$ cat config.mk
export PLATFORM = sky130hd
export DESIGN_NAME = div_unit
export DESIGN_NICKNAME = d
export VERILOG_FILES = /design/src/rtl/div_unit.sv
export SDC_FILE = /design/constraint.sdc
export NUM_CORES = 1
export LEC_CHECK = 0
export ABC_CLOCK_PERIOD_IN_PS = 4850
export BUFFER_PORTS_ARGS = -buffer_cell sky130_fd_sc_hd__buf_4
export CAP_MARGIN = 20
export CORE_ASPECT_RATIO = 1.2
export CORE_MARGIN = 2
export CORE_UTILIZATION = 56
export CTS_BUF_LIST = sky130_fd_sc_hd__clkbuf_4 sky130_fd_sc_hd__clkbuf_8
export DETAILED_ROUTE_END_ITERATION = 16
export PLACE_DENSITY = 0.91
export SKIP_CTS_REPAIR_TIMING = 1
export SYNTH_ARGS = -nofsm -noshare
export SYNTH_HDL_FRONTEND = slang
export SYNTH_SLANG_ARGS = --single-unit
$ cat constraint.sdc
create_clock -name i_clk -period 4.85 [get_ports i_clk]
set_clock_uncertainty 0.2 [all_clocks]
set_input_delay 1.2125 -clock i_clk [delete_from_list [all_inputs] [get_ports i_clk]]
set_output_delay 1.2125 -clock i_clk [all_outputs]
set_load 0.01 [all_outputs]
$ cat src/rtl/div_unit.sv
// Iterative radix-2 restoring divider for RV32M DIV/DIVU/REM/REMU.
// One quotient bit per cycle; results are handed off through a valid/ready handshake.
module div_unit #(
    parameter int DataWidth = 32,
    parameter int CntWidth  = $clog2(DataWidth) + 1
) (
    input  logic                 i_clk,
    input  logic                 i_rst,
    input  logic                 i_valid,
    output logic                 o_ready,
    input  logic [1:0]           i_op,
    input  logic [DataWidth-1:0] i_a,
    input  logic [DataWidth-1:0] i_b,
    input  logic                 i_kill,
    output logic                 o_valid,
    input  logic                 i_ready,
    output logic [DataWidth-1:0] o_res,
    output logic                 o_busy
);

    typedef enum logic [1:0] {
        IDLE,
        CALC,
        FIX,
        DONE
    } state_t;

    state_t                 state;
    logic [CntWidth-1:0]    counter;
    logic [DataWidth-1:0]   divisor;
    logic [DataWidth-1:0]   quo;
    logic [DataWidth-1:0]   rem;
    logic                   is_rem;
    logic                   neg_q;
    logic                   neg_r;

    // Decode of the operation presented at the input.
    logic                   in_signed;
    logic                   in_rem;
    logic                   a_neg;
    logic                   b_neg;
    logic [DataWidth-1:0]   abs_a;
    logic [DataWidth-1:0]   abs_b;
    logic                   div_zero;
    logic                   sign_ovf;
    logic                   accept;

    // Datapath for one shift-subtract step and for sign fix-up.
    logic [DataWidth:0]     shifted;
    logic [DataWidth:0]     trial;
    logic [DataWidth-1:0]   q_fix;
    logic [DataWidth-1:0]   r_fix;

    always_comb begin
        in_signed = ~i_op[0];
        in_rem    = i_op[1];
        a_neg     = in_signed & i_a[DataWidth-1];
        b_neg     = in_signed & i_b[DataWidth-1];
        abs_a     = a_neg ? (~i_a + 1'b1) : i_a;
        abs_b     = b_neg ? (~i_b + 1'b1) : i_b;
        div_zero  = (i_b == '0);
        sign_ovf  = in_signed && (i_a == {1'b1, {(DataWidth-1){1'b0}}}) && (i_b == '1);
        accept    = i_valid && o_ready && !i_kill;
    end

    // The partial remainder is one bit wider than the operands during the step,
    // so the trial subtraction can never overflow; bit DataWidth is the borrow.
    always_comb begin
        shifted = {rem, quo[DataWidth-1]};
        trial   = shifted - {1'b0, divisor};
        q_fix   = neg_q ? (~quo + 1'b1) : quo;
        r_fix   = neg_r ? (~rem + 1'b1) : rem;
    end

    always_ff @(posedge i_clk or posedge i_rst) begin
        if (i_rst) begin
            state   <= IDLE;
            counter <= '0;
            divisor <= '0;
            quo     <= '0;
            rem     <= '0;
            is_rem  <= 1'b0;
            neg_q   <= 1'b0;
            neg_r   <= 1'b0;
            o_valid <= 1'b0;
            o_res   <= '0;
            o_busy  <= 1'b0;
            o_ready <= 1'b1;
        end else if (i_kill) begin
            state   <= IDLE;
            counter <= '0;
            o_valid <= 1'b0;
            o_busy  <= 1'b0;
            o_ready <= 1'b1;
        end else begin
            case (state)
                IDLE: begin
                    if (accept) begin
                        is_rem  <= in_rem;
                        neg_q   <= ~in_rem & (a_neg ^ b_neg);
                        neg_r   <= in_rem & a_neg;
                        divisor <= abs_b;
                        quo     <= abs_a;
                        rem     <= '0;
                        counter <= '0;
                        o_ready <= 1'b0;
                        if (div_zero) begin
                            state   <= DONE;
                            o_valid <= 1'b1;
                            o_res   <= in_rem ? i_a : '1;
                        end else if (sign_ovf) begin
                            state   <= DONE;
                            o_valid <= 1'b1;
                            o_res   <= in_rem ? '0 : i_a;
                        end else begin
                            state   <= CALC;
                            o_busy  <= 1'b1;
                        end
                    end
                end
                CALC: begin
                    if (trial[DataWidth]) begin
                        rem <= shifted[DataWidth-1:0];
                        quo <= {quo[DataWidth-2:0], 1'b0};
                    end else begin
                        rem <= trial[DataWidth-1:0];
                        quo <= {quo[DataWidth-2:0], 1'b1};
                    end
                    if (counter == CntWidth'(DataWidth - 1)) begin
                        state   <= FIX;
                        counter <= '0;
                    end else begin
                        counter <= counter + 1'b1;
                    end
                end
                FIX: begin
                    o_res   <= is_rem ? r_fix : q_fix;
                    o_valid <= 1'b1;
                    o_busy  <= 1'b0;
                    state   <= DONE;
                end
                DONE: begin
                    if (i_ready) begin
                        o_valid <= 1'b0;
                        o_ready <= 1'b1;
                        state   <= IDLE;
                    end
                end
                default: begin
                    state   <= IDLE;
                    o_valid <= 1'b0;
                    o_busy  <= 1'b0;
                    o_ready <= 1'b1;
                end
            endcase
        end
    end

endmodule

==> reports/qor.yml <==
grt_pass1_wl_um: 51300
clock_path_buffers: 2
port_buffers: 105
first_iter_violations: 1241
power.total_mw: 8.44
routed_wl_um: 31600
syn_area_sq_um: 11300
setup_viol: 0
area_delta_synth_final_pct: 12.8
worst_r2r_startpoint: "quo[31]"
fp-row-count: 56
drt-pass1-iter-count: 7
power_density_nw_per_um2: 662
worst_pin_slew_ps: 1080
synthFlopType: "dfrtp_1"
numCtsBuffers: 17
ys_seq_area_share_pct: 31.4
r2r_end: "rem[9]"
grtUsageTotal_pct: 29.6
n_fill_cell: 1624
diodes: 0
yosys-top-cells-area: "dfrtp_1, o21ai_0, nand2_1"
crit_type: "reg2reg"
start_kind: "register"
drive_gt1_share_pct: 11.4
insertion_delay_ps: 490
synth_seq_cells: 142
regToRegSetupSlack_ps: 750
synth.avg_cell_area_sq_um: 7.63
hp-class: "reg2reg"
synth_edf_count: 0
fmax_mhz: 244
status: "complete, no violations"
start_util_pct: 57.4
min_to: "divisor[8]"
hold_start: "divisor[8]"
cp.required_ps: 4980
drc_errors: 0
pin_count: 106
hold_viol_final: 0
cts_tree: "built"
timing.final.crit_share_pct: 84.6
finalSetupTns_ps: 0
place.gp.congestion: 0.963
clockRootBuffer: "clkbuf_8"
grt_max_degree: 143
crit_fanout: 35
yosysWarnings: 0
synth_cell_types: 62
first_global_vias: 10800
final_net_count: 1659
hpwl_um: 23400
synthArstFlopShare_pct: 100
clk_pin_slew_worst_paths_ps: 80
p_leak_nw: 5.44
die_h_um: 160
crit_arrival_ps: 4230
postRouteAntennaNets: 0
endpoint_kind: "register"
rsz0062_at_grt: "false"
globalRouteOverflowTotal: 0
netlist_top_cells_count: "nand2_1, o21ai_0, dfrtp_1"
maxSlewHeadroom_pct: 27.9
synthCells: 1483
synth.top_cell.area_share_pct: 31.2
dieArea_sq_um: 21400
max_cap_violations: 0
irDropWorstVdd_v: 0.000307
wl_per_cell_um: 17.4
reg2reg_depth: 13
clock-sinks: 142
antenna_found_initial: 0
syn_nets: 1597
num_vias: 11200
viasPerCell: 6.18
dieWidth_um: 134
period_minus_slack_ps: 4100
synth.most_common_cell: "nand2_1"
worstHoldPathCells: 2
synth_area_leader_cell: "dfrtp_1"
slew_violations: 0
coreArea_sq_um: 19700
cts_htree_levels: 4
[area by class of cell]
class | count | area [sq um] | area share [%]
Clock buffer | 20 | 263 | 2.06
Clock inverter | 12 | 185 | 1.45
Tap cell | 261 | 327 | 2.56
Multi-Input combinational cell | 1196 | 7210 | 56.5
Sequential cell | 142 | 3550 | 27.9
Timing Repair Buffer | 128 | 986 | 7.73
Inverter | 60 | 229 | 1.79
[critical path: stages (launching register included)]
cell      delay (ps)
dfrtp_1          370
inv_1            170
ha_1             230
fa_1             190
nand2b_1         160
a21oi_1          100
o21ai_0          510
a211oi_1         240
o32a_1           490
a211o_1          340
nand3_2           60
buf_4            460
mux2i_1          300
o21ai_0          100
[metal layers]
layer  track usage (%)  vias up  wire length [um]
li1                  -     5353                 -
met1              36.5     5217             12500
met2              49.1      558             15100
met3              5.40      113              2440
met4              15.9        0              1540
met5                 0        -                 0
[flip-flops by register name, summed over array words and instances (netlist names)]
| signal | cells |
|---|---|
| quo | 32 |
| counter | 6 |
| is_rem | 1 |
| o_res | 32 |
| neg_q | 1 |
| o_valid | 1 |
| rem | 32 |
| divisor | 32 |
| o_busy | 1 |
| o_ready | 1 |
| state | 2 |
| neg_r | 1 |
[per-stage QoR]
| step | setup slack [ps] | std cells | area [sq um] | util, % | hold slack [ps] |
|---|---|---|---|---|---|
| finish | 749 | 1819 | 12800 | 64.8 | 285 |
| floorplan | 700 | 1483 | 11300 | - | 242 |
| global placement | 295 | 1787 | 12300 | 62.5 | 262 |
| detailed placement | 260 | 1787 | 12300 | 62.5 | 271 |
| global route | 598 | 1819 | 12800 | 64.8 | 305 |
| CTS | 770 | 1819 | 12800 | 64.8 | 288 |
[report_power, final]
group	total, mW	switching, mW	leakage [nW]	internal, mW
combinational	5.05	2.96	3.38	2.09
sequential	2.31	0.637	1.83	1.67
clock	1.08	0.491	0.225	0.590
[cells by family after synthesis]
logic type	Yosys count	synth area share, %
DFF	142	31.4
AOI/OAI and AO/OA	464	23.8
adders and majority gates	43	4.82
muxes	41	3.67
xor gates and xnor gates	137	10.6
and+or+nand+nor	511	20.7
buffers and inverters	145	4.90
[cells in the final DEF (no fill, tap or decap), types with 8 or more instances in the layout]
cell type / netlist / final
ha_1: 42 / 40
nand2b_1: 21 / 21
or4_1: 9 / 8
xor2_1: 82 / 82
o21bai_1: 8 / 8
nor2b_1: 11 / 11
nor2_1: 117 / 117
nand3_1: 17 / 16
o41ai_1: 10 / 10
or3_1: 25 / 25
buf_4: 0 / 126
nor4_1: 16 / 16
nor3_1: 22 / 22
mux2i_1: 37 / 37
o21ai_1: 13 / 13
dfrtp_1: 141 / 141
nand4_1: 12 / 12
a211oi_1: 29 / 29
o21ai_0: 180 / 180
inv_1: 60 / 59
o31ai_1: 39 / 39
a21oi_1: 133 / 133
clkbuf_8: 0 / 18
xnor2_1: 55 / 55
nand2_1: 228 / 228
[how the worst max path moves through the flow]
stage               startpoint   endpoint  slack, ps
floorplan              i_b[23]  o_res[31]        700
global placement       i_b[23]  o_res[31]        290
detailed placement     i_b[23]  o_res[31]        260
CTS                    i_b[23]  o_res[31]        770
global route           i_a[12]  o_res[31]        600
finish                 quo[31]     rem[9]        750
(Power assumes the default switching activity.)
